$ cat src/rtl/riscv_mpsoc_pkg.sv
// Shared definitions for the MPSoC integer datapath: multiplier function codes
// and the latency range supported by the shared multiplier.
package riscv_mpsoc_pkg;

    typedef enum logic [2:0] {
        MULF_MUL    = 3'd0,
        MULF_MULH   = 3'd1,
        MULF_MULHSU = 3'd2,
        MULF_MULHU  = 3'd3,
        MULF_MULW   = 3'd4
    } mul_func_e;

    localparam int unsigned MUL_LAT_MIN = 1;
    localparam int unsigned MUL_LAT_MAX = 3;

endpackage

$ cat src/rtl/riscv_rr_arbiter.sv
// Round-robin arbiter: one-hot grant to the first requester at or after rr_ptr;
// the pointer moves past the winner when advance is high.
module riscv_rr_arbiter #(
    parameter int unsigned N = 2
) (
    input  logic         clk,
    input  logic         rst,
    input  logic [N-1:0] req,
    input  logic         advance,
    output logic [N-1:0] gnt
);

    localparam int unsigned W = (N > 1) ? $clog2(N) : 1;

    logic [W-1:0] rr_ptr_q, rr_ptr_d;
    logic         found;
    int unsigned  idx;

    always_comb begin
        gnt      = '0;
        found    = 1'b0;
        idx      = 0;
        rr_ptr_d = rr_ptr_q;
        for (int unsigned k = 0; k < N; k++) begin
            idx = 32'(rr_ptr_q) + k;
            if (idx >= N) idx = idx - N;
            if (!found && req[idx[W-1:0]]) begin
                found            = 1'b1;
                gnt[idx[W-1:0]]  = 1'b1;
                if (advance) rr_ptr_d = (idx == N - 1) ? '0 : W'(idx + 1);
            end
        end
    end

    always_ff @(posedge clk) begin
        if (rst) rr_ptr_q <= '0;
        else     rr_ptr_q <= rr_ptr_d;
    end

endmodule

$ cat src/rtl/riscv_mul_sched.sv
// Shares one fixed-latency pipelined multiplier between NREQ requesters:
// round-robin issue, owner-tag pipeline and per-requester response registers.
module riscv_mul_sched
    import riscv_mpsoc_pkg::*;
#(
    parameter int unsigned XLEN    = 64,
    parameter int unsigned NREQ    = 2,
    parameter int unsigned LATENCY = 2
) (
    input  logic                 clk,
    input  logic                 rst,
    input  logic [NREQ-1:0]      req_valid,
    output logic [NREQ-1:0]      req_ready,
    input  logic [NREQ*XLEN-1:0] req_opA,
    input  logic [NREQ*XLEN-1:0] req_opB,
    input  logic [NREQ*3-1:0]    req_func,
    input  logic [NREQ-1:0]      req_kill,
    output logic [NREQ-1:0]      rsp_valid,
    input  logic [NREQ-1:0]      rsp_ready,
    output logic [NREQ*XLEN-1:0] rsp_r,
    output logic                 mul_in_valid,
    output logic [XLEN-1:0]      mul_opA,
    output logic [XLEN-1:0]      mul_opB,
    output logic [2:0]           mul_func,
    input  logic [XLEN-1:0]      mul_out_r
);

    localparam int unsigned IDXW = (NREQ > 1) ? $clog2(NREQ) : 1;

    if (LATENCY < MUL_LAT_MIN || LATENCY > MUL_LAT_MAX) begin : g_bad_latency
        $error("riscv_mul_sched: LATENCY outside supported multiplier range");
    end

    logic [NREQ-1:0]      busy_q, busy_d;
    logic [NREQ-1:0]      rsp_valid_q, rsp_valid_d;
    logic [NREQ*XLEN-1:0] rsp_r_q, rsp_r_d;
    logic [LATENCY-1:0]   tag_v_q, tag_v_d;
    logic [IDXW-1:0]      tag_o_q [LATENCY];
    logic [IDXW-1:0]      tag_o_d [LATENCY];
    logic [NREQ-1:0]      elig, gnt;
    logic [IDXW-1:0]      gnt_idx, wb_own;
    logic                 wb_en;

    // Grants are suppressed during reset so nothing issues from stale busy state.
    assign elig = rst ? '0 : (req_valid & ~busy_q & ~req_kill);

    riscv_rr_arbiter #(.N(NREQ)) u_arb (
        .clk     (clk),
        .rst     (rst),
        .req     (elig),
        .advance (|elig),
        .gnt     (gnt)
    );

    assign req_ready    = gnt;
    assign mul_in_valid = |gnt;
    assign rsp_valid    = rsp_valid_q;
    assign rsp_r        = rsp_r_q;

    always_comb begin
        mul_opA  = '0;
        mul_opB  = '0;
        mul_func = '0;
        gnt_idx  = '0;
        for (int unsigned i = 0; i < NREQ; i++) begin
            if (gnt[i]) begin
                mul_opA  = req_opA[i*XLEN +: XLEN];
                mul_opB  = req_opB[i*XLEN +: XLEN];
                mul_func = req_func[i*3 +: 3];
                gnt_idx  = IDXW'(i);
            end
        end
    end

    // A kill invalidates the owner's tags as they shift, and blocks writeback at the last stage.
    always_comb begin
        wb_own     = tag_o_q[LATENCY-1];
        wb_en      = tag_v_q[LATENCY-1] && !req_kill[wb_own];
        tag_v_d    = '0;
        tag_v_d[0] = |gnt;
        tag_o_d[0] = gnt_idx;
        for (int unsigned s = 1; s < LATENCY; s++) begin
            tag_v_d[s] = tag_v_q[s-1] && !req_kill[tag_o_q[s-1]];
            tag_o_d[s] = tag_o_q[s-1];
        end
    end

    always_comb begin
        busy_d      = busy_q;
        rsp_valid_d = rsp_valid_q;
        rsp_r_d     = rsp_r_q;
        for (int unsigned i = 0; i < NREQ; i++) begin
            if (rsp_valid_q[i] && rsp_ready[i]) begin
                rsp_valid_d[i] = 1'b0;
                busy_d[i]      = 1'b0;
            end
            if (wb_en && wb_own == IDXW'(i)) begin
                rsp_valid_d[i]            = 1'b1;
                rsp_r_d[i*XLEN +: XLEN]   = mul_out_r;
            end
            if (gnt[i]) busy_d[i] = 1'b1;
            if (req_kill[i]) begin
                busy_d[i]      = 1'b0;
                rsp_valid_d[i] = 1'b0;
            end
        end
    end

    always_ff @(posedge clk) begin
        if (rst) begin
            busy_q      <= '0;
            rsp_valid_q <= '0;
            rsp_r_q     <= '0;
            tag_v_q     <= '0;
        end else begin
            busy_q      <= busy_d;
            rsp_valid_q <= rsp_valid_d;
            rsp_r_q     <= rsp_r_d;
            tag_v_q     <= tag_v_d;
        end
    end

    always_ff @(posedge clk) begin
        tag_o_q <= tag_o_d;
    end

endmodule

$ cat config.mk
export PLATFORM = sky130hd
export DESIGN_NAME = riscv_mul_sched
export DESIGN_NICKNAME = d
export VERILOG_FILES = /design/src/rtl/riscv_mpsoc_pkg.sv /design/src/rtl/riscv_rr_arbiter.sv /design/src/rtl/riscv_mul_sched.sv
export SDC_FILE = /design/constraint.sdc
export NUM_CORES = 1
export LEC_CHECK = 0
export CAP_MARGIN = 5
export CORE_AREA = 2 2 231 233
export DETAILED_ROUTE_END_ITERATION = 8
export DIE_AREA = 0 0 233 235
export HOLD_SLACK_MARGIN = 0.02
export SLEW_MARGIN = 25
export SYNTH_ARGS = -nofsm -noshare
export SYNTH_HDL_FRONTEND = slang
export SYNTH_HIERARCHICAL = 1
export SYNTH_SLANG_ARGS = --single-unit
$ cat constraint.sdc
create_clock -name clk -period 5.58 [get_ports clk]
set_clock_uncertainty 0.05 [all_clocks]
set_input_delay 0.837 -clock clk [delete_from_list [all_inputs] [get_ports clk]]
set_output_delay 0.837 -clock clk [all_outputs]
set_load 0.05 [all_outputs]
[Word level (Yosys, flattened, before mapping)]
Index checks and enable logic that the tools add are counted.
Storage, ports and cells
  RAM bits: 0
  memories kept: 0
  word-level logic and storage cells: 88
  output and inout bits: 264
  register bits after elaboration: 137
  memory bits (read-only): 0
  input port bits: 334
  bits in latches: 0
Operators by class
  add/subtract/negate cells: 5
  muxes and demuxes: 37
  div/mod/pow operators: 0
  multiply operators: 0
  bitwise operators: 6
  reduce and logical (&&, ||, !) cells: 20
  $lt $le $gt $ge: 8
  eq/ne operators: 2
  shift-type cells: 0
Operator list (count)
  $mux 64: 4
  $eq 32x1->1 const B: 2
  $mux 32: 2
  $ge 32x2->1 const B: 1
  $sub 32x2->32 const B: 1
  $mux 1: 24
  $logic_and 1x1->1: 9
  $lt 1x2->1 const B: 4
  $reduce_bool 2->1: 4
  $reduce_or 2->1: 4
  $mux 2: 3
  $mux 3: 2
  $and 2x2->2: 2
  $not 2->2: 2
  $logic_not 1->1: 3
  $sub 1x2->3 const B: 1
  $add 1x1->1 const B: 2
  $add 1x1->2 const B: 1
  $demux 1 s1: 2
  $ge 1x1->1 const B: 2
  $ge 1x2->1 const B: 1
  $or 2x2->2: 1
  $not 1->1: 1

[Depth between registers and ports, before layout]
Gate-level depths: netlist (run 1).
  word-level depth: 12
  gate-level depth with buffers: 10

[By module]
Netlist (run 1), hierarchy kept.
Modules (own cells, without submodules)
  riscv_mul_sched: cells an instance 679, area an instance 6922.9 µm², times used 1
  riscv_rr_arbiter: cells an instance 15, area an instance 115.1 µm², times used 1

[Least setup slack after synthesis (run 1)]
OpenSTA, ideal clock, no wires.
  kind: input port to output port
  from: in rst
  to: out mul_opA[0]
  path slack: 437 ps
  cell stages on the path: 8
  required time: 4693 ps
  arrival time: 4256 ps
  cells stage by stage: buf_2 -> clkbuf_1 -> nor4b_1 -> a21boi_0 -> buf_2 -> buf_2 -> clkbuf_1 -> a22o_1
RTL lines
  from (decl): line riscv_mul_sched.sv:11  | input logic rst,
  $mux 2 *: line riscv_mul_sched.sv:45  | assign elig = rst ? '0 : (req_valid & ~busy_q & ~req_kill);
  net elig[1]: line riscv_mul_sched.sv:40  | logic [NREQ-1:0] elig, gnt;
  $mux 1 (implied by the code) (2 in a row): line riscv_rr_arbiter.sv:27  | if (!found && req[idx[W-1:0]]) begin
  $mux 1: line riscv_rr_arbiter.sv:27
  $logic_not 1->1: line riscv_rr_arbiter.sv:27
  $logic_and 1x1->1: line riscv_rr_arbiter.sv:27
  $mux 2 *: line riscv_rr_arbiter.sv:27
  net req_ready[1]: line riscv_mul_sched.sv:13  | output logic [NREQ-1:0] req_ready,
  $mux 64 *: line riscv_mul_sched.sv:66  | if (gnt[i]) begin
  to (decl): line riscv_mul_sched.sv:22  | output logic [XLEN-1:0] mul_opA,
The timed path passes the listed nets; every way through them passes the cells marked *. The select of a mux whose other input is x is not followed.

[Worst setup path after layout (run 1)]
  from: in req_kill[1]
  to: out mul_opA[10]
On the way
  word-level cells in the longest chain between the ends: 11
RTL lines
  from (decl): line riscv_mul_sched.sv:17  | input logic [NREQ-1:0] req_kill,
  $not 2->2 *: line riscv_mul_sched.sv:45
  $and 2x2->2 *: line riscv_mul_sched.sv:45
  $mux 2 *: line riscv_mul_sched.sv:45
  net elig[1]: line riscv_mul_sched.sv:40
  $mux 1 (implied by the code) (2 in a row): line riscv_rr_arbiter.sv:27
  $mux 1: line riscv_rr_arbiter.sv:27
  $logic_not 1->1: line riscv_rr_arbiter.sv:27
  $logic_and 1x1->1: line riscv_rr_arbiter.sv:27
  $mux 2 *: line riscv_rr_arbiter.sv:27
  $mux 64: line riscv_mul_sched.sv:66
  $mux 64 *: line riscv_mul_sched.sv:66
Marks and branches as above.

==> results of run 1 <==
==> worst max-delay path, cell delays in order <==
cell             delay (ns)
clkdlybuf4s50_1        0.51
nor4b_1                0.68
a21boi_4               0.45
buf_12                 0.41
a22o_1                 0.31
buf_4                  0.22
==> worst min path at each step <==
stage	cells past startpoint	start	to
6_report	0	tag_o_d[0]	wb_own
3_5_place_dp	0	tag_o_d[0]	wb_own
2_1_floorplan	0	tag_o_d[0]	wb_own
4_1_cts	0	tag_o_d[0]	wb_own
3_3_place_gp	0	tag_o_d[0]	wb_own
5_1_grt	0	tag_o_d[0]	wb_own
==> power groups by stage <==
stage               sequential, uW  clock [uW]  combinational (uW)
floorplan                     1020           0                 303
finish                         987        1220                 838
detailed placement            1010           0                 838
global route                   987        1300                 871
CTS                            987        1260                 843
global placement              1010           0                 839
==> sequential cells by signal, indices dropped and copies added (netlist names), named ones only <==
| register | flops |
|---|---|
| rsp_valid | 2 |
| wb_own | 1 |
| tag_o_d | 1 |
| rsp_r | 128 |
| busy_q | 2 |
| tag_v_q | 2 |
==> Yosys cell counts, types with 3 or more instances <==
master | instances | area share, %
a21boi_0 | 4 | 0.43
a22o_1 | 131 | 16
buf_12 | 3 | 0.85
buf_2 | 10 | 0.71
buf_4 | 19 | 2.0
clkbuf_1 | 35 | 1.9
dfxtp_1 | 137 | 39
inv_1 | 3 | 0.16
mux2i_1 | 128 | 18
nand2_1 | 3 | 0.16
nand2b_1 | 194 | 17
==> routing by layer <==
metal | share of wire (%) | track usage [%]
met2 | 47 | 25.5
met3 | 13 | 9.19
met1 | 37 | 16.6
met4 | 2.9 | 6.93
met5 | 0.23 | 0
==> kinds of logic after synthesis <==
logic type      count (synthesis)  synth area share [%]
buf+inv                        71                  5.78
flops                         137                  39.0
compound gates                143                  17.5
simple gates                  212                  19.0
fa+ha+maj                       2                 0.355
mux                           129                  18.4
==> stage by stage <==
stage	std cells	worst slack (ns)
2_1_floorplan	694	0.437
3_3_place_gp	1925	0.860
3_5_place_dp	1925	1.04
4_1_cts	1957	1.02
5_1_grt	1968	0.886
6_report	1971	1.09
==> area by class of cell <==
cell class,instances,area [um^2]
antenna,14,35.0
tap,688,861
inverter,3,11.3
multi-input combinational,486,3920
clock buffer,19,443
fill,5439,36700
sequential,137,2740
clock inverter,13,189
timing repair buffer,611,7310
==> results.cfg, run 1 <==
[outcome]
outcome = finished clean

[detailed_routing]
firstDrtPassIters = 4
vias = 7832
totalWireLength_um = 44900
ant_nets = 0
wl_per_cell_um = 22.8
drcViolationCount = 0
first_iter_violations = 263
vias_per_cell = 3.97

[die]
rows = 84
die_height_um = 235
die_w_um = 233
coreArea_um2 = 52200
io_pins = 598
fp.dieArea_um2 = 54800
start_util_pct = 13.5

[global_route]
antenna_found_initial = 32
grt.overflow.total = 0
grt_pass1_vias = 8085
track_usage_pct = 15.8
grt_start_max_net_pins = 131
grt_pass1_wl_um = 60700

[setup_path]
reg2reg_setup_slack_ns = 3.29
start_kind = primary input
crit_path_end = mul_opA[10]
end_kind = output port
reg2reg_from = busy_q[1]
path_class = in -> out
ff2ff_path_depth = 7
worstSetupStartpoint = req_kill[1]
worstPathRequired_ns = 4.69
worstPathMaxFanout = 130
arrival_ns = 3.61

[logic_synthesis]
ys.flop_type = dfxtp_1
synth.distinct_cells = 32
syn_area_per_cell_um2 = 10.1
yosysSeqAreaShare_pct = 39.0
async_reset_ff_share_pct = 0
syn_inst = 694
synth-edff-count = 0
yosys_warnings = 6
postSynthRegisterBits = 137
synth_area_um2 = 7040
syn_nets = 1030

[place]
io_buffers = 597
gp_congestion = 0.874
placed_cell_area_um2 = 14800
dp_hpwl_um = 37700

[flow_run]
max_cap_violations = 0

[clock_network]
cts_setup_buffers = 0
root_buffer = clkbuf_16
cts_num_sinks = 137
cts_tree = built
post_cts_resized = 0
insertion_delay_ns = 0.43
numCtsBuffers = 17
path_clk_slew_ns = 0.06
clockBufferDepth = 2
holdBufCountCts = 0
cts-htree-levels = 4

[timing]
rsz0062_at_grt = no
finalSetupTns_ns = 0
drv_slew = 0
layout_min_cycle_time_ns = 4.49
fmax_ghz = 0.223
timing.hold.ws_ns = 0.320
setup_viol = 0
tightest_slew_ns = 1.03
maxSlewHeadroom_pct = 31.1
final.period_utilization_pct = 80.5
finalHoldViolCount = 0

[finish]
nNetsFinal = 1592
fin_util_pct = 29.7
final_common_cell = clkdlybuf4s50_1
finish.instance_area_um2 = 15500
drive_above_1_share_pct = 14.6
syn2layout_area_growth_pct = 120
layout_common_cells = clkdlybuf4s50_1, nand2b_1, dfxtp_1

[pwr]
internal_power_uw = 2200
switching_share_pct = 27.9
clkPwrFrac_pct = 40.2
finalPower_uw = 3050
power.switching_uw = 850
p_leak_uw = 0.00595
p_seq_share_pct = 32.4
powerDensity_nw_per_um2 = 197
ir_worst_vdd_v = 0.000203
pwr-share-comb_pct = 27.5

[worst_hold_path]
min_path_type = reg -> reg
No activity file was read; power rests on OpenSTA's default activity.
==> run 2: changes to the inputs <==
CORE_AREA = 2 2 232 234   (was 2 2 231 233)
DIE_AREA = 0 0 234 236   (was 0 0 233 235)
clock period = 3.7 ns   (was 5.58 ns; I/O delays follow)
==> run 2 against run 1 <==
Compared with the run above:
- core utilization fell by 0.18 points
- setup slack worse by 0.86 ns
- highest routed layer is now met4
- routed wire length fell by 4.8%
- non-clock buffer count is 9 higher
- clock-buffer cell count fell by 1
- first-iteration DRC count grew 21%
- power is 45% higher
- sequential power increased by 51%
- global-route usage shrank 0.64 points
- register-to-register slack got worse by 1.7 ns
- largest power group unchanged
- clock power grew 34%
- die area up 0.86%
==> results.cfg, run 2 (synthesis gave the netlist of run 1 again) <==
[detailed_routing]
totalWireLength_um = 42800
vias_per_cell = 3.89
vias = 7706
ant_nets = 0
firstDrtPassIters = 4
wl_per_cell_um = 21.6
drcViolationCount = 0
first_iter_violations = 319

[setup_path]
worstPathMaxFanout = 50
end_kind = output port
path_buf_inv = 5
arrival_ns = 2.87
path_class = in -> out
worstPathRequired_ns = 3.09
critPathMaxStageDelay_ns = 0.49
crit_family = buffers and inverters
start_kind = primary input
ff2ff_path_depth = 8
cp_cell_sequence = clkdlybuf4s50_1, nor4b_2, buf_4, a21boi_4, buf_12, buf_12, a22o_1, buf_12
cp.depth = 8
cpMostUsedCell = buf_12
cp_slowest_cell = clkdlybuf4s50_1

[pwr]
p_leak_uw = 0.00600
clkPwrFrac_pct = 37.3
pwr-share-comb_pct = 29.0
powerDensity_nw_per_um2 = 282
power.switching_uw = 1290
internal_power_uw = 3120
finalPower_uw = 4410
ir_worst_vdd_v = 0.000306
switching_share_pct = 29.3
p_seq_share_pct = 33.7

[timing]
drv_slew = 0
maxSlewHeadroom_pct = 31.6
worst_slack_ns = 0.227
final.period_utilization_pct = 93.9
tightest_slew_ns = 1.03
rsz0062_at_grt = no
layout_min_cycle_time_ns = 3.47
fmax_ghz = 0.288
finalSetupTns_ns = 0
finalHoldViolCount = 0
setup_viol = 0

[global_route]
groute.layer.met1.usage_pct = 15.9
busiest_layer = met2
grt_pass1_wl_um = 59500
grt_pass1_vias = 8186
grt_start_max_net_pins = 122
grt.overflow.total = 0
antenna_found_initial = 14
use_met2_pct = 28.8
use_met3_pct = 4.85
track_usage_pct = 15.2

[finish]
largest_reg_flops = 128
syn2layout_area_growth_pct = 123
layout_common_cells = clkdlybuf4s50_1, nand2b_1, dfxtp_1
final_common_cell = clkdlybuf4s50_1
drive_above_1_share_pct = 15.6
nNetsFinal = 1601
fill_cells = 5443
instances_no_fill = 1981

[clock_network]
insertion_delay_ns = 0.43
root_buffer = clkbuf_16
cts-htree-levels = 4
post_cts_resized = 0
cts_num_sinks = 137
clockBufferDepth = 2
path_clk_slew_ns = 0.06
numCtsBuffers = 17
cts_tree = built
cts_setup_buffers = 0
holdBufCountCts = 0

[die]
die_w_um = 234
fp.dieArea_um2 = 55200
coreArea_um2 = 53100
die_height_um = 236
rows = 85
start_util_pct = 13.3
io_pins = 598

[place]
place_ws_ns = 0.237
io_buffers = 597
dp_hpwl_um = 36100
placed_cells = 1942
gp_congestion = 0.936

[outcome]
outcome = finished clean

[worst_hold_path]
holdPathStages = 0
min_path_type = reg -> reg

[flow_run]
max_cap_violations = 0
## run 2: cell count changes in the layout (fill, tap and decap cells not counted), moves of 2 or more
| cell | delta |
|---|---|
| buf_12 | +11 |
| bufinv_16 | -3 |
| clkdlybuf4s50_1 | -2 |
| clkinv_4 | +2 |
| diode_2 | -7 |
| nor4b_1 | -2 |
| nor4b_2 | +2 |
## run 2: power groups by stage
stage / Combinational (uW) / Sequential (uW) / Clock [uW]
finish: 1280 / 1490 / 1640
global route: 1330 / 1490 / 1760
CTS: 1290 / 1490 / 1710
detailed placement: 1280 / 1520 / 0
global placement: 1280 / 1520 / 0
floorplan: 460 / 1540 / 0
## run 2: cell type report
type	instances	area, um^2	share of cell area, %
Multi-Input combinational cell	486	3940	25.1
Antenna cell	7	17.5	0.112
Clock inverter	14	139	0.887
Inverter	3	11.3	0.0719
Sequential cell	137	2740	17.5
Tap cell	696	871	5.56
Clock buffer	18	429	2.74
Timing Repair Buffer	620	7510	48.0
## run 2: path summary, 6_finish.rpt
path | start | end | slack, ns
hold reg to reg | tag_o_d[0] | wb_own | 0.32
setup / recovery | req_kill[1] | mul_opA[46] | 0.23
setup reg to reg | busy_q[0] | flop | 1.62
hold / removal | tag_o_d[0] | wb_own | 0.32
## run 2: metal layers
metal / share of wire [%] / routed length [um]
met1: 36 / 15500
met2: 53 / 22700
met3: 8.4 / 3580
met4: 2.4 / 1010
met5: 0 / 0
## run 2: worst reg2reg max path, stage by stage, from the launching register on
cell	delay, ns
dfxtp_1	0.32
nor4b_2	0.31
buf_4	0.20
or2_1	0.13
inv_1	0.05
ha_1	0.20
or4b_1	0.47
a21oi_1	0.14
a2111oi_0	0.07
## run 2: metrics by stage
step | instance area (um^2) | util [%] | hold slack, ns
2_1_floorplan | 7070 | - | 0.289
3_3_place_gp | 15100 | 28.4 | 0.296
3_5_place_dp | 15100 | 28.4 | 0.301
4_1_cts | 15600 | 29.5 | 0.297
5_1_grt | 15600 | 29.5 | 0.316
6_report | 15700 | 29.5 | 0.316
==> run 3: changes to the inputs <==
SLEW_MARGIN = 20   (was 25)
==> results of run 3 <==
Same layout as run 2: the final DEF is identical, and so are final timing and power.
